File: config.mk
export PLATFORM = sky130hd
export DESIGN_NAME = mxu_job_controller
export DESIGN_NICKNAME = d
export VERILOG_FILES = /design/src/rtl/mxu_ctrl_pkg.sv /design/src/rtl/mxu_job_controller_counter.sv /design/src/rtl/mxu_job_controller.sv
export SDC_FILE = /design/constraint.sdc
export NUM_CORES = 1
export LEC_CHECK = 0
export CORE_MARGIN = 8
export CORE_UTILIZATION = 47
export CTS_BUF_LIST = sky130_fd_sc_hd__clkbuf_2 sky130_fd_sc_hd__clkbuf_4 sky130_fd_sc_hd__clkbuf_8
export CTS_CLUSTER_DIAMETER = 60
export DETAILED_ROUTE_END_ITERATION = 6
export PLACE_DENSITY = 0.95
export SLEW_MARGIN = 20
export SYNTH_ARGS = -nofsm -noshare
export SYNTH_HDL_FRONTEND = slang
export SYNTH_SLANG_ARGS = --single-unit
File: constraint.sdc
create_clock -name clk -period 5.8 [get_ports clk]
set_clock_uncertainty 0.2 [all_clocks]
set_input_delay 1.45 -clock clk [delete_from_list [all_inputs] [get_ports clk]]
set_output_delay 1.45 -clock clk [all_outputs]
set_load 0.005 [all_outputs]
File: src/rtl/mxu_ctrl_pkg.sv
// rtl/mxu_ctrl_pkg.sv - shared state encoding and defaults for the MXU job controller
package mxu_ctrl_pkg;

  typedef enum logic [1:0] {
    ST_IDLE  = 2'd0,
    ST_CLEAR = 2'd1,
    ST_RUN   = 2'd2,
    ST_RESP  = 2'd3
  } state_t;

  localparam int DEFAULT_TIMEOUT_CYCLES = 256;

endpackage

File: src/rtl/mxu_job_controller_counter.sv
// rtl/mxu_job_controller_counter.sv - saturating up-counter used as the RUN timeout counter
module mxu_job_controller_counter #(
  parameter int WIDTH = 9
) (
  input  logic             clk,
  input  logic             reset_n,
  input  logic             clear,
  input  logic             en,
  output logic [WIDTH-1:0] count
);

  // Count up while enabled, hold at all-ones instead of wrapping; clear has priority.
  always_ff @(posedge clk or negedge reset_n) begin
    if (!reset_n) begin
      count <= '0;
    end else if (clear) begin
      count <= '0;
    end else if (en && (count != {WIDTH{1'b1}})) begin
      count <= count + 1'b1;
    end
  end

endmodule

File: src/rtl/mxu_job_controller.sv
// rtl/mxu_job_controller.sv - sequences one MXU job: accept, clear MXU, run with timeout, respond
module mxu_job_controller
  import mxu_ctrl_pkg::*;
#(
  parameter int DIM            = 2,
  parameter int BIT_WIDTH      = 4,
  parameter int TIMEOUT_CYCLES = DEFAULT_TIMEOUT_CYCLES,
  parameter int TAG_W          = 4
) (
  input  logic                           clk,
  input  logic                           reset_n,
  input  logic                           req_valid,
  output logic                           req_ready,
  input  logic [DIM*DIM*BIT_WIDTH-1:0]   req_A,
  input  logic [DIM*DIM*BIT_WIDTH-1:0]   req_B,
  input  logic [TAG_W-1:0]               req_tag,
  output logic                           mxu_rst_n,
  output logic                           mxu_start,
  output logic [DIM*DIM*BIT_WIDTH-1:0]   mxu_A,
  output logic [DIM*DIM*BIT_WIDTH-1:0]   mxu_B,
  input  logic                           mxu_out_valid,
  input  logic [DIM*DIM*2*BIT_WIDTH-1:0] mxu_out,
  output logic                           rsp_valid,
  input  logic                           rsp_ready,
  output logic [DIM*DIM*2*BIT_WIDTH-1:0] rsp_C,
  output logic [TAG_W-1:0]               rsp_tag,
  output logic                           rsp_err,
  output logic                           busy
);

  localparam int CNT_W = $clog2(TIMEOUT_CYCLES) + 1;
  localparam logic [CNT_W-1:0] LAST_CNT = CNT_W'(TIMEOUT_CYCLES - 1);

  state_t state, next_state;
  logic [CNT_W-1:0] cnt;
  logic run_first;
  logic hit_valid;
  logic hit_timeout;
  logic accept;

  // Cycle count within RUN; zero on the first RUN cycle and whenever not running.
  mxu_job_controller_counter #(
    .WIDTH(CNT_W)
  ) u_timeout_cnt (
    .clk    (clk),
    .reset_n(reset_n),
    .clear  (state != ST_RUN),
    .en     (1'b1),
    .count  (cnt)
  );

  assign accept      = (state == ST_IDLE) && req_valid;
  assign run_first   = (state == ST_RUN) && (cnt == '0);
  // The MXU valid level is stale on the first RUN cycle, so it only counts afterwards.
  assign hit_valid   = (state == ST_RUN) && !run_first && mxu_out_valid;
  assign hit_timeout = (state == ST_RUN) && !hit_valid && (cnt == LAST_CNT);

  // State register.
  always_ff @(posedge clk or negedge reset_n) begin
    if (!reset_n) begin
      state <= ST_IDLE;
    end else begin
      state <= next_state;
    end
  end

  // Next-state decode and the handshake/strobe outputs that follow the current state.
  always_comb begin
    next_state = state;
    req_ready  = 1'b0;
    mxu_start  = 1'b0;
    rsp_valid  = 1'b0;
    busy       = 1'b1;
    case (state)
      ST_IDLE: begin
        req_ready = 1'b1;
        busy      = 1'b0;
        if (req_valid) begin
          next_state = ST_CLEAR;
        end
      end
      ST_CLEAR: begin
        next_state = ST_RUN;
      end
      ST_RUN: begin
        mxu_start = run_first;
        if (hit_valid || hit_timeout) begin
          next_state = ST_RESP;
        end
      end
      ST_RESP: begin
        rsp_valid = 1'b1;
        if (rsp_ready) begin
          next_state = ST_IDLE;
        end
      end
      default: begin
        next_state = ST_IDLE;
      end
    endcase
  end

  // MXU reset is registered so it is a clean one-cycle low pulse aligned with CLEAR.
  always_ff @(posedge clk or negedge reset_n) begin
    if (!reset_n) begin
      mxu_rst_n <= 1'b0;
    end else begin
      mxu_rst_n <= (next_state != ST_CLEAR);
    end
  end

  // Operands and tag are latched only at acceptance and held until the next one.
  always_ff @(posedge clk or negedge reset_n) begin
    if (!reset_n) begin
      mxu_A   <= '0;
      mxu_B   <= '0;
      rsp_tag <= '0;
    end else if (accept) begin
      mxu_A   <= req_A;
      mxu_B   <= req_B;
      rsp_tag <= req_tag;
    end
  end

  // Result capture on the leaving RUN cycle; a timeout reports a zero matrix with the error flag.
  always_ff @(posedge clk or negedge reset_n) begin
    if (!reset_n) begin
      rsp_C   <= '0;
      rsp_err <= 1'b0;
    end else if (hit_valid) begin
      rsp_C   <= mxu_out;
      rsp_err <= 1'b0;
    end else if (hit_timeout) begin
      rsp_C   <= '0;
      rsp_err <= 1'b1;
    end
  end

endmodule

Word-level counts from Yosys, hierarchy flattened:

Cells that the tools add are included.
Widths: inputs -> output; s select.

* input bits: 73
* output and inout port bits: 74
* logic and storage cells: 43
* register bits: 81

* reduce and logical (&&, ||, !) cells: 13
* add/subtract/negate cells: 1
* muxes and demuxes: 14
* equality and inequality tests: 7

Operator list (count)
* $mux 32: 2
* $mux 9: 2
* $add 9x1->9 const B: 1
* $eq 9x8->1 const B: 1
* $logic_not 9->1: 1
* $ne 9x9->1 const B: 1
* $pmux 2 s4: 1
* $logic_and 1x1->1: 6
* $mux 1: 6
* $mux 2: 3
* $eq 2x2->1 const B: 2
* $reduce_bool 2->1: 2
* $eq 2x1->1 const B: 1
* $logic_not 1->1: 2
* $logic_not 2->1: 1
* $ne 2x1->1 const B: 1
* $ne 2x2->1 const B: 1
* $logic_or 1x1->1: 1

Longest topological paths before layout:

Gate-level depths: netlist (run 1).

* depth after elaboration: 12
* gate-level depth with buffers: 8
* gate-level depth less buffers: 7

Modules after synthesis:

Synthesis (run 1) repeated with hierarchy kept, for this count alone.

* cells, all modules: 258
* area, all modules: 3721.1 sq um

By module, submodules not included
* mxu_job_controller: area each 3258.1 sq um, cells each 212, sequential area each 1801.7 sq um, times used 1
* mxu_job_controller_counter: area each 462.9 sq um, cells each 46, sequential area each 225.2 sq um, times used 1

Worst setup path before layout (run 1):

Ideal clock, no wire load.

* kind: flip-flop to output port
* start: reg u_timeout_cnt.count[0]
* end: out mxu_start
* cell stages (with the launch flop): 6
* data arrival time: 0.981 ns
* path buffers: 0
* data required time: 4.150 ns
* slack: 3.169 ns
* cells stage by stage: dfrtp_1 inv_1 ha_1 nor4b_2 nand2_1 nor2_1

* word-level cells in the longest chain between the ends: 3

Ends and longest elaborated chain
* from (decl): RTL line mxu_job_controller_counter.sv:9 `output logic [WIDTH-1:0] count`
* from (signal assigned): RTL line mxu_job_controller_counter.sv:19 `count <= count + 1'b1;`
* $logic_not 9->1: RTL line mxu_job_controller.sv:53 `assign run_first = (state == ST_RUN) && (cnt == '0);`
* $logic_and 1x1->1: RTL line mxu_job_controller.sv:53
* $mux 1: RTL line mxu_job_controller.sv:74 `case (state)`
* to (decl): RTL line mxu_job_controller.sv:18 `output logic mxu_start,`

No other way between the ends.

Worst setup path after layout (run 1):

Same ends and word-level chain as after synthesis.

==> results.ini, run 1 <==
[yosys]
synth_seq_area_share_pct = 58.3
yosysTopAreaCell = dfrtp_1
synth_area_per_cell_um2 = 12.3
synth-async-reset-ratio_pct = 100
synthTopCellsByCount = dfrtp_1 (81), inv_1 (39), mux2_2 (36), nand2_1 (36), mux2i_1 (33)
synth_cell_types = 30
yosys-top-cells-area = dfrtp_1 (58%), mux2_2 (12%), mux2i_1 (9.5%)
yosysMostFrequentCell = dfrtp_1
synthesis.nets = 360
synthCells = 283
synth-seq-cells = 81
synth_edf_count = 0
synth_top_area_share_pct = 58.3
synth_flop_cell = dfrtp_1
yosys_warnings = 0
synth.cell_area_um2 = 3480

[global_routing]
antenna_found_initial = 0
grtUsageMet1_pct = 20.3
track_usage_pct = 17.9
top_usage_layer = met2
met3_usage_pct = 6.20
use_met2_pct = 30.8
grt_max_degree = 82
overflow = 0
grt_pass1_vias = 2804
grt_pass1_wl_um = 14600

[clocking]
insertion_delay_ps = 340
htree_levels = 3
cts_buffers = 9
clk_pin_slew_ps = 80
cts_resized = 0
post_cts_buffers = 0
clock_sinks = 81
clock_path_buffers = 2
clockRootBuffer = clkbuf_8
cts_hold_buf = 0
cts_tree = yes

[setup_path]
setup.worst_path.class = reg2out
max_stage_delay_ps = 520
cp_num_buf_inv = 2
cp.depth = 6
crit_start = u_timeout_cnt.count[0]
critPathMaxFanout = 4
worstReg2RegStart = u_timeout_cnt.count[0]
start_kind = flip-flop
ff2ff_setup_slack_ps = 3400
path_delay_family = buffers and inverters
worstPathArrival_ps = 1960
cp_data_required_time_ps = 4150
reg2reg_depth = 8
endpoint_kind = output pin
r2r_end = rsp_C[13]
path_cells = inv_1 > ha_1 > nor4b_2 > nand2_1 > nor2_1 > clkdlybuf4s50_1
cp-endpoint = mxu_start
cp_slowest_cell = clkdlybuf4s50_1

[floorplan]
row_count = 31
dieHeight_um = 102
die_w_um = 102
die_area_um2 = 10400
initial_core_util_pct = 48.2
io_pins = 147
coreArea_um2 = 7210

[cells_and_area]
num_antenna_cells = 0
regArea_um2 = 2030
drive_above_1_share_pct = 13.1
final_design_area_no_fill_um2 = 5150
area_growth_pct = 48.1
fin_nets = 506
fillers = 542
multi_input_area_um2 = 1170

[sta]
worst_slack_ps = 2190
hold_viol = 0
fin_setup_tns_ps = 0
final.min_clock_period_ps = 3610
setup_violations = 0
tightest_slew_ps = 982
slew_headroom_pct = 34.5
fmaxAchievable_ghz = 0.277
rsz0062_at_grt = false
fin_crit_sh_pct = 62.2
drv_slew = 0

[worst_hold_path]
hp-class = reg2reg

[placement]
place_ws_ps = 2330
port_buffers = 146
post-dp-hpwl_um = 6980
placed_area_um2 = 4940
gp_congestion = 0.831

[route]
wl_um = 9260
drtIter0Drc = 43
viasPerCell = 4.85
wl_per_cell_um = 17.4
route.detailed.drc = 0
num_vias = 2585
dr.pass1.iters = 4
antenna_left = 0

[status]
status = complete, no violations

[pwr]
power.density_nw_per_um2 = 478
power.total_mw = 2.46
vdd_ir_drop_max_v = 0.000262
p_leak_nw = 2.52

[job]
drv_cap = 0

## metal layers
metal | routed length, µm | vias up
li1 | - | 1206
met5 | 0 | -
met3 | 922 | 10
met4 | 105 | 0
met2 | 4530 | 110
met1 | 3700 | 1259
## power breakdown
| group | total (mW) | internal [mW] | switching, mW |
|---|---|---|---|
| clock network | 0.414 | 0.214 | 0.200 |
| registers | 0.978 | 0.825 | 0.153 |
| logic | 1.07 | 0.701 | 0.370 |
## worst min path at each step
stage                   from       end  slack, ps  cells after the start
floorplan           mxu_B[0]  mxu_B[0]        310                      1
global placement    mxu_A[8]  mxu_A[8]        290                      1
detailed placement  mxu_B[7]  mxu_B[7]        290                      1
CTS                 mxu_B[7]  mxu_B[7]        310                      1
global route        mxu_B[2]  mxu_B[2]        330                      1
finish              mxu_B[6]  mxu_B[6]        310                      1
## registers in the layout (all words and copies together), names as in the netlist
| register | cells |
|---|---|
| state | 2 |
| mxu_B | 16 |
| mxu_A | 16 |
| mxu_rst_n | 1 |
| u_timeout_cnt.count | 9 |
| rsp_err | 1 |
| rsp_tag | 4 |
| rsp_C | 32 |
## through the flow
stage / util, % / hold slack [ps] / std cells
final: 71.4 / 312 / 533
after global routing: 71.4 / 334 / 533
after CTS: 71.3 / 314 / 533
after detailed placement: 68.5 / 294 / 517
after global placement: 68.5 / 288 / 517
after floorplan: - / 305 / 283
## area by class of cell
class	count	share of cell area [%]
Clock inverter	5	1.07
Tap cell	99	2.41
Multi-Input combinational cell	150	22.8
Sequential cell	81	39.4
Clock buffer	11	2.82
Timing Repair Buffer	148	28.7
Inverter	39	2.84
## cell families (layout without fill, tap and decap cells)
| logic type | Yosys count | in the layout | synth area share (%) |
|---|---|---|---|
| adders and majority gates | 4 | 4 | 1.44 |
| buffers and inverters | 52 | 203 | 7.99 |
| AOI/OAI and AO/OA | 11 | 11 | 1.91 |
| DFF | 81 | 81 | 58.3 |
| and+or+nand+nor | 62 | 62 | 8.20 |
| muxes | 69 | 69 | 21.2 |
| xor gates and xnor gates | 4 | 4 | 1.01 |
## worst reg2reg max path, cell delays in order, from the launching register on
cell      delay (ps)
dfrtp_1          420
ha_1             240
nand3_1          100
nor2_1           170
ha_1             200
nand3b_1         360
buf_4            370
nand2_1          100
mux2i_1           80
## layout by cell type (no fill, tap or decap), types with 2 or more instances in the layout
master	synthesis	layout
inv_1	39	39
and2_1	2	2
nor2_1	10	10
clkdlybuf4s50_1	0	145
nand2_1	36	36
nand4b_1	2	2
clkbuf_8	0	10
a21oi_1	5	5
nand3_1	3	3
buf_4	1	2
ha_1	4	4
xor2_1	3	3
mux2_2	36	36
or3_1	2	2
clkinv_2	0	2
clkinvlp_4	0	2
dfrtp_1	81	81
o21ai_0	2	2
mux2i_1	33	33
No activity file was read; power rests on OpenSTA's default activity.
==> run 2, diff against run 1 <==
--- a/config.mk
+++ b/config.mk
@@ -6,11 +6,11 @@
 export NUM_CORES = 1
 export LEC_CHECK = 0
 export CORE_MARGIN = 8
-export CORE_UTILIZATION = 47
+export CORE_UTILIZATION = 44
 export CTS_BUF_LIST = sky130_fd_sc_hd__clkbuf_2 sky130_fd_sc_hd__clkbuf_4 sky130_fd_sc_hd__clkbuf_8
 export CTS_CLUSTER_DIAMETER = 60
 export DETAILED_ROUTE_END_ITERATION = 6
-export PLACE_DENSITY = 0.95
+export PLACE_DENSITY = 0.9
 export SLEW_MARGIN = 20
 export SYNTH_ARGS = -nofsm -noshare
 export SYNTH_HDL_FRONTEND = slang
==> constraint.sdc (replaced) <==
create_clock -name clk -period 3.6 [get_ports clk]
set_clock_uncertainty 0.2 [all_clocks]
set_input_delay 0.9 -clock clk [delete_from_list [all_inputs] [get_ports clk]]
set_output_delay 0.9 -clock clk [all_outputs]
set_load 0.005 [all_outputs]
==> run 2 against run 1 <==
Net effect: setup slack worse by 1600 ps; critical path depth stayed put; hold slack worse by 2.0 ps; utilization shrank 4.7 points; combinational power grew 60%; total power is 56% higher; die area grew 5.7%; first-iteration DRC count rose by 74%; flip-flop and latch count did not move; routed wire length decreased by 6.1%; largest power group unchanged.
==> results.ini, run 2 (synthesis results as in run 1) <==
[setup_path]
critPathMaxFanout = 4
cp_data_required_time_ps = 2500
endpoint_kind = output pin
worstPathArrival_ps = 1910
start_kind = flip-flop
setup.worst_path.class = reg2out

[sta]
final.min_clock_period_ps = 3010
rsz0062_at_grt = false
fin_crit_sh_pct = 83.7
fmaxAchievable_ghz = 0.332
hold_viol = 0
worst_slack_ps = 587
setup_violations = 0
fin_setup_tns_ps = 0
fin_hold_ws_ps = 310
slew_headroom_pct = 35.6
tightest_slew_ps = 966
drv_slew = 0

[placement]
dp_cells = 520
post-dp-hpwl_um = 6610
placed_area_um2 = 4950
gp_congestion = 0.785
port_buffers = 146
place_ws_ps = 875

[global_routing]
grt_pass1_wl_um = 14100
grt_pass1_vias = 2765
track_usage_pct = 15.6
antenna_found_initial = 0
grt_max_degree = 82
overflow = 0

[floorplan]
initial_core_util_pct = 45.2
dieHeight_um = 105
io_pins = 147
die_area_um2 = 11000
row_count = 32
coreArea_um2 = 7690
die_w_um = 105

[clocking]
insertion_delay_ps = 330
clockRootBuffer = clkbuf_8
clock_path_buffers = 2
cts_tree = yes
cts_buffers = 9
cts_resized = 0
clock_sinks = 81
post_cts_buffers = 0
htree_levels = 3
cts_hold_buf = 0
clk_pin_slew_ps = 80

[cells_and_area]
final_cells = 536
reg_top3 = rsp_C x32, mxu_A x16, mxu_B x16
fin_util_pct = 66.7
layout_commonest_cell = clkdlybuf4s50_1
regMostFlops = rsp_C
final_cell_mix = clkdlybuf4s50_1 (145), dfrtp_1 (81), inv_1 (39)
fillers = 590
largest_reg_flops = 32
multi_input_area_um2 = 1170
final_design_area_no_fill_um2 = 5120
regArea_um2 = 2030
num_antenna_cells = 0
fin_nets = 506
drive_above_1_share_pct = 13.1
area_growth_pct = 47.4

[route]
antenna_left = 0
dr.pass1.iters = 4
drtIter0Drc = 75
wl_per_cell_um = 16.2
route.detailed.drc = 0
num_vias = 2553
viasPerCell = 4.76
wl_um = 8690

[pwr]
vdd_ir_drop_max_v = 0.000392
power.total_mw = 3.85
power.density_nw_per_um2 = 751
p_leak_nw = 2.50

[worst_hold_path]
hp-class = reg2reg

[job]
drv_cap = 0

[status]
status = complete, no violations

run 2: cell types whose count changed in the layout (fill, tap and decap cells not counted):
| cell | before | now |
|---|---|---|
| bufinv_16 | 1 | 0 |
| clkbuf_4 | 1 | 2 |
| clkbuf_8 | 10 | 9 |
| clkinvlp_4 | 2 | 3 |
run 2: routing by layer:
metal,GRT usage (%),part of all wire [%],routed length (µm)
met5,0,0,0
met4,4.49,0.79,69
met3,6.57,8.5,736
met2,26.4,49,4230
met1,17.6,42,3660
run 2: where the power goes:
part / total [mW] / internal (mW) / switching [mW] / leakage (nW)
clock network: 0.576 / 0.264 / 0.313 / 0.0822
registers: 1.56 / 1.33 / 0.232 / 0.962
logic: 1.71 / 1.13 / 0.583 / 1.46
total: 3.85 / 2.72 / 1.13 / 2.50
run 2: cell type report:
class,instances,area share [%]
clock inverters,5,0.635
flip-flops and latches,81,39.6
multi-input cells,150,22.9
well taps,102,2.49
repair buffers,148,28.8
clock buffers,11,2.71
inverters,39,2.86
run 2: path summary, 6_finish.rpt:
path,startpoint,endpoint,slack [ps],depth (start not counted)
max,u_timeout_cnt.count[0],mxu_start,590,6
min reg2reg,mxu_B[5],mxu_B[5],310,1
max reg2reg,u_timeout_cnt.count[0],rsp_C[18],1300,5
min,mxu_B[5],mxu_B[5],310,1
max in group asynchronous,reset_n,u_timeout_cnt.count[5],2280,1
min in group asynchronous,reset_n,mxu_B[10],400,1
run 2: critical path: stages, from the launching register on:
cell	delay [ps]
dfrtp_1	420
inv_1	80
ha_1	130
nor4b_2	240
nand2_1	80
nor2_1	110
clkdlybuf4s50_1	520
